===== config.mk =====
export PLATFORM = sky130hd
export DESIGN_NAME = fp_operator_arbiter
export DESIGN_NICKNAME = d
export VERILOG_FILES = /design/src/rtl/fp_operator_arbiter.sv
export SDC_FILE = /design/constraint.sdc
export NUM_CORES = 1
export LEC_CHECK = 0
export BUFFER_PORTS_ARGS = -buffer_cell sky130_fd_sc_hd__buf_2
export CAP_MARGIN = 25
export CORE_AREA = 2 2 156 158
export DETAILED_ROUTE_END_ITERATION = 10
export DIE_AREA = 0 0 158 160
export MAX_ROUTING_LAYER = met4
export PLACE_DENSITY = 0.7
export SLEW_MARGIN = 25
export SYNTH_ARGS = -nofsm -noshare
export SYNTH_HDL_FRONTEND = slang
export SYNTH_SLANG_ARGS = --single-unit

===== constraint.sdc =====
create_clock -name clock -period 2.16 [get_ports clock]
set_input_delay 0.216 -clock clock [delete_from_list [all_inputs] [get_ports clock]]
set_output_delay 0.216 -clock clock [all_outputs]
set_load 0.05 [all_outputs]

===== src/rtl/fp_operator_arbiter.sv =====
// fp_operator_arbiter
//
// Shares one opaque, in-order floating-point operator (add/sub/mul/div,
// IEEE-754 single) between NREQ requesters. A round-robin arbiter picks one
// requester per cycle and loads a registered issue stage. The requester index
// of every accepted operation is pushed into a tag FIFO. Results come back
// in order, so each result pops the head tag and is routed to that requester.
//
// Ports:
//   clock            system clock, rising edge
//   reset            asynchronous, active-low reset
//   req_valid        per-requester operand valid
//   req_ready        per-requester accept (combinational, at most one bit high)
//   req_dataa/datab  packed operands, requester i at [32i+31:32i]
//   op_valid         issue valid toward the operator
//   op_ready         operator accepts the issue
//   op_dataa/datab   issued operands
//   op_result_valid  operator result strobe
//   op_result        operator result
//   rsp_valid        one-hot, one-cycle result strobe back to the requester
//   rsp_result       result, valid while any rsp_valid bit is high
//   outstanding      tag FIFO occupancy
//   err_orphan       sticky: a result arrived while no operation was pending
module fp_operator_arbiter #(
   parameter int NREQ  = 4,
   parameter int DEPTH = 8,
   parameter int TAGW  = 2
) (
   input  logic                    clock,
   input  logic                    reset,
   input  logic [NREQ-1:0]         req_valid,
   output logic [NREQ-1:0]         req_ready,
   input  logic [NREQ*32-1:0]      req_dataa,
   input  logic [NREQ*32-1:0]      req_datab,
   output logic                    op_valid,
   input  logic                    op_ready,
   output logic [31:0]             op_dataa,
   output logic [31:0]             op_datab,
   input  logic                    op_result_valid,
   input  logic [31:0]             op_result,
   output logic [NREQ-1:0]         rsp_valid,
   output logic [31:0]             rsp_result,
   output logic [$clog2(DEPTH):0]  outstanding,
   output logic                    err_orphan
);

   localparam int AW = $clog2(DEPTH);

   // ------------------------------------------------------------------
   // State
   // ------------------------------------------------------------------
   logic [TAGW-1:0]  rr_ptr_reg;
   logic [AW:0]      wr_ptr_reg;
   logic [AW:0]      rd_ptr_reg;
   logic [TAGW-1:0]  tag_mem [DEPTH];
   logic             op_valid_reg;
   logic [31:0]      op_dataa_reg;
   logic [31:0]      op_datab_reg;
   logic [NREQ-1:0]  rsp_valid_reg;
   logic [31:0]      rsp_result_reg;
   logic             err_orphan_reg;

   // ------------------------------------------------------------------
   // Operand unpacking and head-tag decode
   // ------------------------------------------------------------------
   logic [31:0]      dataa_arr [NREQ];
   logic [31:0]      datab_arr [NREQ];
   logic [TAGW-1:0]  head_tag;
   logic [NREQ-1:0]  head_onehot;

   assign head_tag = tag_mem[rd_ptr_reg[AW-1:0]];

   for (genvar gi = 0; gi < NREQ; gi++) begin : g_req
      assign dataa_arr[gi]   = req_dataa[32*gi +: 32];
      assign datab_arr[gi]   = req_datab[32*gi +: 32];
      assign head_onehot[gi] = (head_tag == TAGW'(gi));
   end

   // ------------------------------------------------------------------
   // FIFO status. Pointers carry one extra wrap bit: equal pointers mean
   // empty, equal index with differing wrap bits means full.
   // ------------------------------------------------------------------
   logic fifo_empty;
   logic fifo_full;
   logic pop;
   logic slot_ok;

   assign fifo_empty  = (wr_ptr_reg == rd_ptr_reg);
   assign fifo_full   = (wr_ptr_reg[AW] != rd_ptr_reg[AW]) &&
                        (wr_ptr_reg[AW-1:0] == rd_ptr_reg[AW-1:0]);
   assign outstanding = wr_ptr_reg - rd_ptr_reg;

   // The only path from op_result_valid to req_ready is this pop term,
   // which lets a full FIFO accept a new operation in the cycle it drains one.
   assign pop     = op_result_valid & ~fifo_empty;
   assign slot_ok = (~op_valid_reg | op_ready) & (~fifo_full | pop);

   // ------------------------------------------------------------------
   // Round-robin arbitration: scan from rr_ptr upward with wrap. The scan
   // runs from the farthest offset down so the nearest valid requester is
   // the last one written and therefore wins.
   // ------------------------------------------------------------------
   logic             any_valid;
   logic [TAGW-1:0]  winner;
   logic             accept;

   always_comb begin
      int              idx;
      logic [TAGW-1:0] idx_t;
      any_valid = 1'b0;
      winner    = '0;
      idx       = 0;
      idx_t     = '0;
      for (int k = NREQ - 1; k >= 0; k--) begin
         idx = int'(rr_ptr_reg) + k;
         if (idx >= NREQ) begin
            idx = idx - NREQ;
         end
         idx_t = TAGW'(idx);
         if (req_valid[idx_t]) begin
            any_valid = 1'b1;
            winner    = idx_t;
         end
      end
   end

   assign accept = any_valid & slot_ok;

   for (genvar gi = 0; gi < NREQ; gi++) begin : g_ready
      assign req_ready[gi] = accept & (winner == TAGW'(gi));
   end

   // ------------------------------------------------------------------
   // Issue stage, round-robin pointer and FIFO pointers
   // ------------------------------------------------------------------
   always_ff @(posedge clock or negedge reset) begin
      if (!reset) begin
         op_valid_reg <= 1'b0;
         op_dataa_reg <= '0;
         op_datab_reg <= '0;
         rr_ptr_reg   <= '0;
         wr_ptr_reg   <= '0;
         rd_ptr_reg   <= '0;
      end else begin
         if (accept) begin
            op_valid_reg <= 1'b1;
            op_dataa_reg <= dataa_arr[winner];
            op_datab_reg <= datab_arr[winner];
            rr_ptr_reg   <= (winner == TAGW'(NREQ - 1)) ? '0 : winner + 1'b1;
            wr_ptr_reg   <= wr_ptr_reg + 1'b1;
         end else if (op_ready) begin
            // Issue handed over and nothing new to send: drop valid but keep
            // the operands, they are don't-care while op_valid is low.
            op_valid_reg <= 1'b0;
         end
         if (pop) begin
            rd_ptr_reg <= rd_ptr_reg + 1'b1;
         end
      end
   end

   // Tag storage has no reset: entries are only read between push and pop.
   // On a full-FIFO push+pop the write hits the head slot, whose old value
   // is read combinationally in the same cycle, so no bypass is needed.
   always_ff @(posedge clock) begin
      if (accept) begin
         tag_mem[wr_ptr_reg[AW-1:0]] <= winner;
      end
   end

   // ------------------------------------------------------------------
   // Response routing and orphan detection
   // ------------------------------------------------------------------
   always_ff @(posedge clock or negedge reset) begin
      if (!reset) begin
         rsp_valid_reg  <= '0;
         rsp_result_reg <= '0;
         err_orphan_reg <= 1'b0;
      end else begin
         if (pop) begin
            rsp_valid_reg  <= head_onehot;
            rsp_result_reg <= op_result;
         end else begin
            rsp_valid_reg  <= '0;
         end
         if (op_result_valid & fifo_empty) begin
            err_orphan_reg <= 1'b1;
         end
      end
   end

   assign op_valid   = op_valid_reg;
   assign op_dataa   = op_dataa_reg;
   assign op_datab   = op_datab_reg;
   assign rsp_valid  = rsp_valid_reg;
   assign rsp_result = rsp_result_reg;
   assign err_orphan = err_orphan_reg;

endmodule


# After elaboration in Yosys (flattened, before gate mapping)
# Memory sizes are Yosys's and may differ from the RTL's.
# Index checks and enable logic that the tools add are counted.
totals:
  mem_bits_ro: 0
  ff_bits: 112
  input_bits: 296
  word_cells: 89
  ramBits: 16
  latch_bits: 0
  memories: 1
op_classes:
  n_div: 0
  n_eq_ne: 9
  n_shift: 0
  n_bitwise: 14
  reduce_logical: 4
  n_lt_le_gt_ge: 9
  muxes: 32
  add_sub_neg: 11
  mul: 0
memory_table:
  columns: ["memory", "depth", "width", "rd", "rd_ports_with_merged_regs", "wr", "line", "text"]
  rows:
  - ["tag_mem", 8, 2, 1, 0, 1, "55", "logic [TAGW-1:0] tag_mem [DEPTH];"]
ops:
  columns: ["operator", "count"]
  rows:
  - ["binary-select mux 32 bit (select 2 bit)", 2]
  - ["two-way mux 32 bit", 4]
  - ["two-way mux 2 bit", 9]
  - [">= comparator 3 bit (second input constant)", 4]
  - ["< comparator 2 x 3 -> 1 bit (second input constant)", 4]
  - ["two-way mux 1 bit", 12]
  - ["adder 4 x 1 -> 4 bit (second input constant)", 2]
  - ["AND 1 bit", 8]
  - ["binary-select mux 1 bit (select 2 bit)", 4]
  - ["== test 2 bit (second input constant)", 4]
  - ["subtractor 2 x 1 -> 2 bit (second input constant)", 4]
  - ["adder 2 x 2 -> 3 bit (second input constant)", 2]
  - ["== test 2 x 1 -> 1 bit (second input constant)", 2]
  - ["== test 4 bit", 1]
  - ["logical NOT 2 bit", 2]
  - ["two-way mux 4 bit", 1]
  - ["subtractor 4 bit", 1]
  - ["adder 2 x 1 -> 3 bit (second input constant)", 1]
  - ["== test 3 bit", 1]
  - [">= comparator 2 x 3 -> 1 bit (second input constant)", 1]
  - ["NOT 1 bit", 3]
  - ["NOT 2 -> 3 bit", 1]
  - ["adder 2 x 1 -> 2 bit (second input constant)", 1]
  - ["OR 1 bit", 2]
  - ["other kinds (3)", 3]

# Depth between registers and ports, before layout
depth:
  depth_word: 13
  ltp_mapped: 9
  ltp_nobuf: 7

# Worst setup path after synthesis
# OpenSTA, ideal clock, no wires.
synth_timing:
  path_type: "register to output"
  startpoint: "reg rr_ptr_reg[1]"
  endpoint: "out req_ready[0]"
  n_path_buf: 4
  setup_slack_ns: -0.745
  t_arrival_ns: 2.689
  stages_incl_launch_ff: 9
  cell_sequence: "dfrtp_1 buf_6 mux2_1 o221ai_2 inv_2 buf_6 buf_6 buf_2 nor3_1"
synth_between:
  elab_chain_cells: 11
  word_cells_on_any_way: 34
  cone_classes: "7 x add/sub; 4 x order compare; 20 x mux; 2 x bitwise; 1 x reduce/logical"
synth_rtl:
  columns: ["item", "line", "text"]
  rows:
  - ["from (decl)", "52", "logic [TAGW-1:0] rr_ptr_reg;"]
  - ["from (signal assigned)", "149", "rr_ptr_reg <= (winner == TAGW'(NREQ - 1)) ? '0 : winner + 1'b1;"]
  - ["adder 2 x 2 -> 3 bit", "115", "idx = int'(rr_ptr_reg) + k;"]
  - [">= comparator 3 bit / subtractor 2 x 1 -> 2 bit (equally long branches)", "116, 117", null]
  - ["two-way mux 2 bit", "116", "if (idx >= NREQ) begin"]
  - ["binary-select mux 1 bit (select 2 bit)", "120", "if (req_valid[idx_t]) begin"]
  - ["two-way mux 1 bit (not written as such)", "120", null]
  - ["two-way mux 2 bit (3 in a row)", "120", null]
  - ["two-way mux 2 bit *", "120", null]
  - ["net winner[0]", "104", "logic [TAGW-1:0] winner;"]
  - ["logical NOT 2 bit *", "130", "assign req_ready[gi] = accept & (winner == TAGW'(gi));"]
  - ["AND 1 bit *", "130", null]
  - ["to (decl)", "32", "output logic [NREQ-1:0] req_ready,"]
# The timed path passes the listed nets; every way through them passes the cells marked *. The select of a mux whose other input is x is not followed.

# Worst setup path after layout
layout_timing:
  startpoint: "reg wr_ptr_reg[1]"
  endpoint: "out req_ready[2]"
layout_between:
  elab_chain_cells: 7
  word_cells_on_any_way: 10
  cone_classes: "2 x eq/ne; 7 x bitwise; 1 x reduce/logical"
layout_rtl:
  columns: ["item", "line", "text"]
  rows:
  - ["from (decl)", "53", "logic [AW:0] wr_ptr_reg;"]
  - ["from (signal assigned)", "150", "wr_ptr_reg <= wr_ptr_reg + 1'b1;"]
  - ["== test 4 bit / == test 3 bit (equally long branches)", "88, 90", null]
  - ["NOT 1 bit / logical AND 1 bit (equally long branches)", "95, 89", null]
  - ["AND 1 bit / NOT 1 bit (equally long branches)", "95, 96", null]
  - ["OR 1 bit *", "96", "assign slot_ok = (~op_valid_reg | op_ready) & (~fifo_full | pop);"]
  - ["AND 1 bit *", "96", null]
  - ["AND 1 bit *", "127", "assign accept = any_valid & slot_ok;"]
  - ["AND 1 bit *", "130", null]
# Mark *: on every way between the ends. The rest lies on a longest branch, timed or not.

==> metrics.yaml <==
h-tree-depth: 4
dieWidth_um: 158
drt_iter0_markers: 565
vias: 7756
dp_worst_setup_slack_ns: -0.162
grt_usage: 0.212
slew_viol_final: 0
critPathArrivalTime_ns: 2.05
cts_buffers: 17
violations: "negative setup slack"
ys_seq_elements: 128
start_util: 0.292
start_kind: "flop"
worstSkewPairLatency_ns: 0.42
gp_congestion: 0.865
antenna_found_initial: 3
rows: 57
fmax_ghz: 0.442
cts_tree: "yes"
path_clk_slew_ns: 0.07
syn_area_per_cell_um2: 9.17
r2r-start: "wr_ptr_reg[1]"
syn_area_um2: 6960
placed_area_um2: 9640
fin_area_um2: 11200
path_class: "flop to primary output"
hold_violations: 0
ir_drop_v: 0.00121
coreArea_um2: 23800
slew-limit-headroom: 0.604
min_period_over_period: 1.05
first_pass_iters: 5
yosysSeqAreaShare: 0.472
endpoint_kind: "primary output"
drc: 0
numPortBuffers: 405
fin_ws_ns: -0.103
hold_slack_ns: 0.0213
power.leakage_uw: 0.00519
ys_types: 43
ff2ff_path_depth: 8
layout-drive-gt1-share: 0.478
fin_nets: 1516
grt_overflow: 0
internal_power_uw: 8980
antenna_left: 0
rsz0062_at_grt: "yes"
fin_crit_ns: 2.26
die_area_um2: 25300
power_uw: 18900
synthCells: 759
status: "finished with violations"
required_ns: 1.94
grt_pass1_vias: 7598
vias_per_cell: 4.99
pwr-share-seq: 0.222
ctsRootBufferMaster: "clkbuf_16"
utilization: 0.472
p_comb_frac: 0.629
die_y_um: 160
final_common_cell: "buf_2"
wl_per_cell_um: 18.3
hold_start: "req_dataa[65]"
cap_violations: 0
hold_path_depth: 3
cts.path.max_buffers: 2
ys_warn_count: 0
worst-path-max-fanout: 4
layout_common_cells: "397 x buf_2, 170 x nand2_1, 110 x dfrtp_1"
timing.hold.worst.class: "input port to flop"
cellPowerDensity_nw_per_um2: 1680
finalSetupViolCount: 31
io_pins: 406
tightestPinTransition_ns: 0.593
syn_to_final_growth_pct: 61.6
postRouteWirelength_mm: 28.4
clkPwrFrac: 0.149
grt_pass1_wl_mm: 40.4
holdPathEnd: "op_dataa[1]"
skew_ns: 0.0158
regToRegSetupSlack_ns: -0.06
r2r-end: "op_datab[10]"
syn_nets: 1061
switching_share: 0.526
p_sw_uw: 9960
cts_sinks: 128
grt_max_degree: 65
hpwl_mm: 19.1
fillers: 2313
## Yosys cell counts
master,number,area [um2]
nor3_1,7,35.0
inv_1,9,33.8
mux2i_1,2,20.0
fa_1,1,20.0
nand3_1,1,5.00
o221ai_2,1,15.0
o22a_1,1,8.76
and2_0,50,313
mux4_2,4,90.1
nor2_1,69,259
o21ai_0,3,15.0
nand2_1,170,638
a21boi_0,1,7.51
buf_2,23,115
nand4_1,1,6.26
or3b_2,1,8.76
clkbuf_1,31,116
buf_6,4,45.0
nor2b_1,1,6.26
buf_1,3,11.3
a2111oi_0,47,412
a21oi_1,68,340
and3_1,2,12.5
xnor2_1,9,78.8
a211oi_1,64,480
a2111oi_2,17,255
and2_1,15,93.8
o311ai_1,1,8.76
o221ai_4,1,26.3
nand2b_1,1,6.26
a21o_1,3,22.5
buf_4,4,30.0
or4_1,1,7.51
o311a_1,1,10.0
inv_2,1,3.75
edfxtp_1,16,480
clkbuf_2,1,5.00
o21ai_1,1,5.00
xor2_1,2,17.5
nor4_1,3,18.8
mux2_1,1,11.3
ha_1,5,62.6
dfrtp_1,112,2800
## what timing repair did
item | 4_1_cts | 5_1_grt
gates resized for setup | 40 | 72
endpoints found under the setup margin | 14 | 85
pin swaps | 9 | 35
endpoints found under the hold margin | 66 | 0
gates cloned | 2 | 5
setup buffers | 16 | 9
hold buffers | 27 | 0
## worst max-delay path by stage
stage | cells after the start | end | start | slack [ns]
after CTS | 6 | req_ready[3] | wr_ptr_reg[2] | -0.17
final | 6 | req_ready[2] | wr_ptr_reg[1] | -0.10
after global placement | 6 | op_dataa[20] | rr_ptr_reg[1] | -0.13
after floorplan | 8 | req_ready[0] | wr_ptr_reg[0] | -0.03
after detailed placement | 6 | op_dataa[20] | rr_ptr_reg[1] | -0.16
after global routing | 6 | req_ready[2] | wr_ptr_reg[1] | -0.16
## critical path, cell delays in order, from the launching register on
cell and delay, ns:
dfrtp_1 0.42, ha_4 0.30, nand3_4 0.12, o311a_4 0.33, buf_6 0.13, and3_4 0.18, buf_8 0.14
## cell type report
type | count | area [um2] | share of cell area
flip-flops and latches | 128 | 3290 | 0.292
diodes | 3 | 7.51 | 0.000667
well taps | 324 | 405 | 0.0360
clock buffers | 17 | 425 | 0.0378
multi-input cells | 555 | 3740 | 0.333
clock inverters | 15 | 143 | 0.0127
repair buffers | 502 | 3190 | 0.284
inverters | 10 | 43.8 | 0.00389
## stage by stage
step,setup TNS (ns),std cells
after global placement,-0.181,1462
after CTS,-1.97,1538
after detailed placement,-0.274,1462
final,-0.846,1554
after global routing,-7.14,1554
after floorplan,-0.0340,759
## layer usage
metal	vias to the layer above	wire (um)	part of all wire	track usage
met1	3762	11700	0.41	0.250
met5	-	0	0	-
li1	3613	-	-	-
met4	0	578	0.020	0.0647
met2	341	14300	0.50	0.360
met3	40	1880	0.066	0.0467
## power by group through the flow
stage	clock (uW)	sequential [uW]	combinational [uW]
after floorplan	0	7450	4100
after global placement	0	4170	10300
after detailed placement	0	4200	10400
after CTS	2880	4190	11100
after global routing	3000	4330	12600
final	2830	4200	11900
## cell families (layout without fill, tap and decap cells)
logic type | count (synthesis) | in the layout | share of synthesized area
other cells | 0 | 3 | 0
simple gates | 322 | 322 | 0.203
fa+ha+maj | 6 | 6 | 0.0119
buf+inv | 76 | 544 | 0.0518
mux | 7 | 7 | 0.0174
flops | 128 | 128 | 0.472
xor+xnor | 11 | 11 | 0.0138
compound gates | 209 | 209 | 0.231
(Power assumes the default switching activity.)
